<file path="src/rtl/uart_rx_fifo.sv">
// Receive-side byte FIFO behind the Uart8 receiver: edge-detects rxDone/rxErr, stores {err,byte},
// presents the head first-word-fall-through. A push shows on outValid one cycle later; nothing from rxDone reaches outValid combinationally.
// A push while full with no pop is dropped and counted. Optional UART_RX_FIFO_ERR_DROP_EN discards errored bytes instead of storing them.
module uart_rx_fifo #(
  parameter int DEPTH_LOG2      = 4,
  parameter int ERR_COUNT_WIDTH = 8
) (
  input  logic                       clk,
  input  logic                       rst,
  input  logic                       rxDone,
  input  logic                       rxErr,
  input  logic [7:0]                 rxByte,
  output logic                       outValid,
  input  logic                       outReady,
  output logic [7:0]                 outByte,
  output logic                       outErr,
  output logic [DEPTH_LOG2:0]        count,
  output logic                       full,
  output logic                       overflow,
  input  logic                       overflowClr,
  output logic [ERR_COUNT_WIDTH-1:0] errCount,
  output logic [ERR_COUNT_WIDTH-1:0] dropCount
);

  localparam int PTR_W = DEPTH_LOG2;
  localparam int CNT_W = DEPTH_LOG2 + 1;
  localparam int DEPTH = 1 << DEPTH_LOG2;

  localparam logic [CNT_W-1:0]           FULL_CNT = CNT_W'(DEPTH);
  localparam logic [CNT_W-1:0]           ONE_CNT  = CNT_W'(1);
  localparam logic [PTR_W-1:0]           ONE_PTR  = PTR_W'(1);
  localparam logic [ERR_COUNT_WIDTH-1:0] SAT_MAX  = '1;
  localparam logic [ERR_COUNT_WIDTH-1:0] ONE_STAT = ERR_COUNT_WIDTH'(1);

  // Storage: each entry is {error flag, byte}. Not reset; only entries counted by cnt_q are ever read.
  logic [8:0]       mem [DEPTH];

  logic [PTR_W-1:0] wr_ptr;
  logic [PTR_W-1:0] rd_ptr;
  logic [PTR_W-1:0] rd_ptr_next;
  logic [CNT_W-1:0] cnt_q;
  logic [CNT_W-1:0] cnt_next;
  logic [8:0]       head_q;
  logic [8:0]       head_next;
  logic [8:0]       wr_dat;

  logic             rx_done_prev;
  logic             rx_err_prev;
  logic             push;
  logic             push_req;
  logic             err_edge;
  logic             pop;
  logic             wr_en;
  logic             drop;

  logic [ERR_COUNT_WIDTH-1:0] err_cnt_q;
  logic [ERR_COUNT_WIDTH-1:0] drop_cnt_q;
  logic                       overflow_q;

  // Edge detection and push/pop/drop qualification for this cycle.
  always_comb begin
    push     = rxDone & ~rx_done_prev;
    err_edge = rxErr & ~rx_err_prev;
`ifdef UART_RX_FIFO_ERR_DROP_EN
    // Errored bytes never enter the FIFO, so they cannot cause a drop either.
    push_req = push & ~rxErr;
`else
    push_req = push;
`endif
    pop      = outValid & outReady;
    // A full FIFO still accepts a byte when the head leaves in the same cycle.
    wr_en    = push_req & (~full | pop);
    drop     = push_req & full & ~pop;
    wr_dat   = {rxErr, rxByte};
  end

  // Occupancy and next head entry. The head register is loaded either from
  // memory (an older entry moves up) or directly from the incoming byte when
  // the FIFO is, or is about to become, otherwise empty.
  always_comb begin
    rd_ptr_next = rd_ptr + ONE_PTR;
    cnt_next    = cnt_q;
    head_next   = head_q;
    case ({wr_en, pop})
      2'b10:   cnt_next = cnt_q + ONE_CNT;
      2'b01:   cnt_next = cnt_q - ONE_CNT;
      default: cnt_next = cnt_q;
    endcase
    if (pop && (cnt_q > ONE_CNT)) begin
      head_next = mem[rd_ptr_next];
    end else if (wr_en && ((cnt_q == '0) || (pop && (cnt_q == ONE_CNT)))) begin
      head_next = wr_dat;
    end
  end

  // Edge-detect history, updated every cycle.
  always_ff @(posedge clk) begin
    if (rst) begin
      rx_done_prev <= 1'b0;
      rx_err_prev  <= 1'b0;
    end else begin
      rx_done_prev <= rxDone;
      rx_err_prev  <= rxErr;
    end
  end

  // Entry write; harmless during reset because occupancy is cleared alongside.
  always_ff @(posedge clk) begin
    if (wr_en) begin
      mem[wr_ptr] <= wr_dat;
    end
  end

  // Pointers, occupancy and registered head entry.
  always_ff @(posedge clk) begin
    if (rst) begin
      wr_ptr <= '0;
      rd_ptr <= '0;
      cnt_q  <= '0;
      head_q <= '0;
    end else begin
      if (wr_en) begin
        wr_ptr <= wr_ptr + ONE_PTR;
      end
      if (pop) begin
        rd_ptr <= rd_ptr_next;
      end
      cnt_q  <= cnt_next;
      head_q <= head_next;
    end
  end

  // Sticky overflow and saturating drop counter; a drop beats a same-cycle clear.
  always_ff @(posedge clk) begin
    if (rst) begin
      overflow_q <= 1'b0;
      drop_cnt_q <= '0;
    end else if (drop) begin
      overflow_q <= 1'b1;
      if (overflowClr) begin
        drop_cnt_q <= ONE_STAT;
      end else if (drop_cnt_q != SAT_MAX) begin
        drop_cnt_q <= drop_cnt_q + ONE_STAT;
      end
    end else if (overflowClr) begin
      overflow_q <= 1'b0;
      drop_cnt_q <= '0;
    end
  end

  // Saturating count of rxErr rising edges, independent of whether a byte is pushed.
  always_ff @(posedge clk) begin
    if (rst) begin
      err_cnt_q <= '0;
    end else if (err_edge && (err_cnt_q != SAT_MAX)) begin
      err_cnt_q <= err_cnt_q + ONE_STAT;
    end
  end

  assign count     = cnt_q;
  assign full      = (cnt_q == FULL_CNT);
  assign outValid  = (cnt_q != '0);
  assign outByte   = head_q[7:0];
  assign overflow  = overflow_q;
  assign errCount  = err_cnt_q;
  assign dropCount = drop_cnt_q;

`ifdef UART_RX_FIFO_ERR_DROP_EN
  assign outErr = 1'b0;
  // Stored error bit is always 0 in this build; fold it away explicitly.
  logic unused_err_bit;
  assign unused_err_bit = head_q[8];
`else
  assign outErr = head_q[8];
`endif

endmodule

</file>
<file path="config.mk">
export PLATFORM = sky130hd
export DESIGN_NAME = uart_rx_fifo
export DESIGN_NICKNAME = d
export VERILOG_FILES = /design/src/rtl/uart_rx_fifo.sv
export SDC_FILE = /design/constraint.sdc
export NUM_CORES = 1
export LEC_CHECK = 0
export ABC_AREA = 1
export ABC_CLOCK_PERIOD_IN_PS = 5900
export BUFFER_PORTS_ARGS = -buffer_cell sky130_fd_sc_hd__buf_4
export CAP_MARGIN = 40
export CORE_ASPECT_RATIO = 1.75
export CORE_UTILIZATION = 58
export DETAILED_ROUTE_END_ITERATION = 7
export HOLD_SLACK_MARGIN = 0.05
export PLACE_DENSITY = 0.76
export SYNTH_ARGS = -nofsm -noshare
export SYNTH_HDL_FRONTEND = slang
export SYNTH_SLANG_ARGS = --single-unit
</file>
<file path="constraint.sdc">
create_clock -name clk -period 5.9 [get_ports clk]
set_input_delay 0.885 -clock clk [delete_from_list [all_inputs] [get_ports clk]]
set_output_delay 0.885 -clock clk [all_outputs]
set_load 0.01 [all_outputs]
</file>
After elaboration in Yosys (flattened, before gate mapping). Memories as Yosys holds them, arrays and structs flattened. Index checks and enable logic that the tools add are counted.

Add/subtract/negate cells: 6. $lt $le $gt $ge: 1. Equal/unequal tests: 6. Multiplexer cells: 11. Bitwise gates (word level): 11. Reduce and logical (&&, ||, !) cells: 12.

Operators by type and width (count): $mux W8 (4); $mux W9 (2); $add A8 B1 Y8 const B (2); $ne A8 B8 Y1 const B (2); $pmux W5 S2 (1); $add A4 B1 Y4 const B (2); $reduce_bool A2 Y1 (4); $and A1 B1 Y1 (6); $add A5 B1 Y5 const B (1); $eq A5 B1 Y1 const B (1); $eq A5 B5 Y1 const B (1); $gt A5 B1 Y1 const B (1); $logic_not A5 Y1 (1); $reduce_bool A5 Y1 (1); $sub A5 B1 Y5 const B (1); $logic_and A1 B1 Y1 (4); $mux W1 (4); $not A1 Y1 (4); $eq A2 B1 Y1 const B (1); $eq A2 B2 Y1 const B (1); $reduce_and A2 Y1 (1); $logic_or A1 B1 Y1 (1); $or A1 B1 Y1 (1).

Bits in registers: 41. Bits in writable memories: 144. Input port bits: 14. Word-level logic and storage cells: 57. Memories kept: 1.

Memories: mem (words 16, bits a word 9, rd ports 1, clocked after Yosys merged registers in 0, write ports 1, RTL line 36) `logic [8:0] mem [DEPTH];`.

Logic depth before layout (Yosys ltp).
Depth after elaboration: 7. Gate-level depth with buffers: 13.

Worst setup path before layout. OpenSTA, ideal clock, no wires.

Path type: input-to-reg. Start point: input port rxDone. End point: memory mem[11][0] (enable). Setup time: 0.374 ns. Arrival: 1.916 ns. Setup slack: 3.610 ns. Cell stages on the path: 6. Buffers on the path: 0. Cells stage by stage: inv_1 nor2_1 nand2_2 nor2_1 nand2_1 nor2_1.

Cells in the longest elaborated chain, start to end: 4.

Ends and longest elaborated chain: from (decl) (RTL line 10) `input logic rxDone,`; $and A1 B1 Y1 (RTL line 62) `push = rxDone & ~rx_done_prev;`; $and A1 B1 Y1 (RTL line 72) `wr_en = push_req & (~full | pop);`; $mux W1 (RTL line 109) `if (wr_en) begin`; $mux W1 (implied by the code) (RTL line 110) `mem[wr_ptr] <= wr_dat;`; to (decl) (RTL line 36).

No other way between the ends.

Worst setup path in the final report.
Start point: register cnt_q[0] (netlist: count[0]). End point: memory mem[10][5] (enable).

Cells in the longest elaborated chain, start to end: 6.

Ends and longest elaborated chain: from (decl) (RTL line 41) `logic [CNT_W-1:0] cnt_q;`; from (signal assigned) (RTL line 128) `cnt_q <= cnt_next;`; $reduce_bool A5 Y1 / $eq A5 B5 Y1 (equally long branches) (RTL line 162, 161); $and A1 B1 Y1 / $not A1 Y1 (equally long branches) (RTL line 70, 72); $or A1 B1 Y1 * (RTL line 72); $and A1 B1 Y1 * (RTL line 72); $mux W1 * (RTL line 109); $mux W1 (implied by the code) * (RTL line 110).

Mark *: on every way between the ends. The rest lies on a longest branch, timed or not.

==> impl_metrics.tcl <==
set metrics [dict create \
    cap_violations 0 \
    final_common_cell "nand2_1" \
    syn_nets 902 \
    io_pins 47 \
    cts.sinks 185 \
    crit_fanout 9 \
    cpPeakStageDelay_ns 0.68 \
    whs_path_depth 2 \
    path_clk_slew_ns 0.07 \
    cts_root_buf "clkbuf_16" \
    io_buffer_count 46 \
    critPathRequiredTime_ns 5.95 \
    hold_viol_final 0 \
    peakVddDrop_v 0.000276 \
    cts_tree "yes" \
    synth-edff-count 144 \
    synthToLayoutAreaGrowth_pct 12.6 \
    critical_path_class "flop to flop" \
    dp_hpwl_mm 12.7 \
    viasPerCell 5.43 \
    yosysSeqAreaShare 0.619 \
    drv_slew 0 \
    cp_num_buf_inv 2 \
    die_h_um 160 \
    fmax_ghz 0.408 \
    grt-ovfl-total 0 \
    yosysUniqueCellTypes 33 \
    antenna_found_initial 0 \
    worst_pin_slew_ns 0.832 \
    critical_path.cell_chain "inv_1 > ha_1 > nand2_1 > nor2_2 > nand2_1 > nand2_2 > inv_2 > nand2_1 > nor2_1" \
    hp-class "flop to flop" \
    r2r_end "mem[10][5]" \
    reg2reg_depth 9 \
    core-area_sq_mm 0.0139 \
    ys_seq_elements 185 \
    ys_warn_count 0 \
    fin_hold_ws_ns 0.482 \
    cts_buffers 17 \
    worstPathArrival_ns 2.50 \
    cp-end-kind "flop" \
    postCtsHoldBufs 0 \
    dp.cells 1075 \
    setup_tns_ns 0 \
    grt_pass1_vias 5773 \
    drtIter0Drc 477 \
    status "finished clean" \
    post_cts_buffers 0 \
    final_cells 1107 \
    final_cell_mix "nand2_1, edfxtp_1, inv_1, nand3_1, buf_4" \
    fin_crit_ns 2.45 \
    firstDrtPassIters 5 \
    ant_nets 0 \
    place_congestion 0.931 \
    die_w_um 92.5 \
    die-area_sq_mm 0.0148 \
    leakagePower_uw 0.00391 \
    skew_ns 0.0116 \
    htree_levels 4 \
    insertedDiodeCount 0 \
    fillers 1091 \
    worstReg2RegStart "count[0]" \
    grt_usage 0.272 \
    r2r_setup_slack_ns 3.45 \
    synth_top_cell_area_share 0.520 \
    hold_start "overflow" \
    max_slew_margin 0.443 \
    finalCritPeriodShare 0.415 \
    cp-start-kind "flop" \
    ys.flop_type "edfxtp_1" \
    wl_per_cell_um 17.3 \
    drc 0 \
    yosys.area.top_type "edfxtp_1" \
    vias 6014 \
    crit_family "simple AND/OR/NAND/NOR gates" \
    rsz0062_at_grt "no" \
    cpMostUsedCell "nand2_1" \
    synthTopCellsByArea "edfxtp_1, nand2_1, dfxtp_1" \
    clk_latency_ns 0.43 \
    routed_wl_mm 19.1 \
    cts_resized 0 \
    clockBufferDepth 2 \
    grt_pass1_wl_mm 29.8 \
    syn_avg_cell_area_sq_um 9.48 \
    setup_viol 0 \
    cp_slowest_cell "nor2_1" \
    netlist_area_sq_mm 0.00831 \
    worst_hold_path.endpoint "overflow" \
    async_reset_ff_frac 0 \
    power_density_mw_per_mm2 381 \
    syn_inst 877 \
    num_rows 57 \
    start_util 0.598 \
    layout-drive-gt1-share 0.134 \
    grt_max_degree 75 \
    nets 942 \
]
==> flip-flops by register name (all words and copies together) (netlist names) <==
register / flops
errCount: 8
wr_ptr: 4
rx_err_prev: 1
rd_ptr: 4
overflow: 1
rx_done_prev: 1
dropCount: 8
count: 5
mem: 144
head_q: 9
==> logic make-up after synthesis <==
| family | after synthesis | share of synthesized area |
|---|---|---|
| compound gates | 66 | 0.0444 |
| simple gates | 451 | 0.231 |
| flops | 185 | 0.619 |
| xor+xnor | 11 | 0.0143 |
| buf+inv | 153 | 0.0751 |
| fa+ha+maj | 11 | 0.0166 |
==> power breakdown <==
| part | total (uW) | switching (uW) | internal (uW) |
|---|---|---|---|
| logic | 944 | 641 | 303 |
| registers | 1500 | 50.9 | 1450 |
| clock network | 1120 | 517 | 599 |
==> worst max path at each step <==
stage	start	to	slack, ns	cells after the start
final	count[0]	mem[10][5]	3.45	9
after global routing	count[0]	mem[13][3]	3.32	9
after CTS	count[0]	mem[10][5]	3.48	9
after detailed placement	rxDone	mem[10][4]	3.16	7
after global placement	rxDone	mem[11][0]	3.16	7
after floorplan	rxDone	mem[11][0]	3.61	6
==> synth_stat cells (9+ instances only) <==
master / count
nor2_1: 37
a21oi_1: 22
buf_2: 14
ha_1: 11
dfxtp_1: 41
inv_2: 9
nand2_1: 281
a21oi_2: 9
inv_1: 110
o21ai_0: 31
nand3_1: 109
edfxtp_1: 144
==> per-layer routing <==
metal,global-route usage,wire (um)
met5,0,0
met4,0.161,975
met3,0.0393,983
met2,0.497,10400
met1,0.292,6810
==> area by class of cell <==
class / instances / area (sq um) / share of cell area
timing repair buffer: 52 / 402 / 0.0429
tap: 177 / 221 / 0.0237
clock inverter: 15 / 161 / 0.0172
inverter: 122 / 464 / 0.0496
clock buffer: 17 / 425 / 0.0454
sequential: 185 / 5150 / 0.550
multi-input combinational: 539 / 2540 / 0.272
==> worst register-to-register path: cells and delay by family, from the launching register on <==
kind	cells	cell delay (ns)
and+or+nand+nor	6	1.12
DFF	1	0.48
adders and majority gates	1	0.23
buffers and inverters	2	0.24
==> through the flow <==
step / utilization / area (sq um) / setup WS [ns] / power, uW
after detailed placement: 0.631 / 8780 / 3.16 / 2460
after CTS: 0.673 / 9360 / 3.48 / 3570
final: 0.673 / 9360 / 3.45 / 3560
after global routing: 0.673 / 9360 / 3.32 / 3710
after global placement: 0.629 / 8740 / 3.16 / 2450
after floorplan: - / 8310 / 3.61 / 2170
Note: power is estimated with default switching activity, not from simulation.
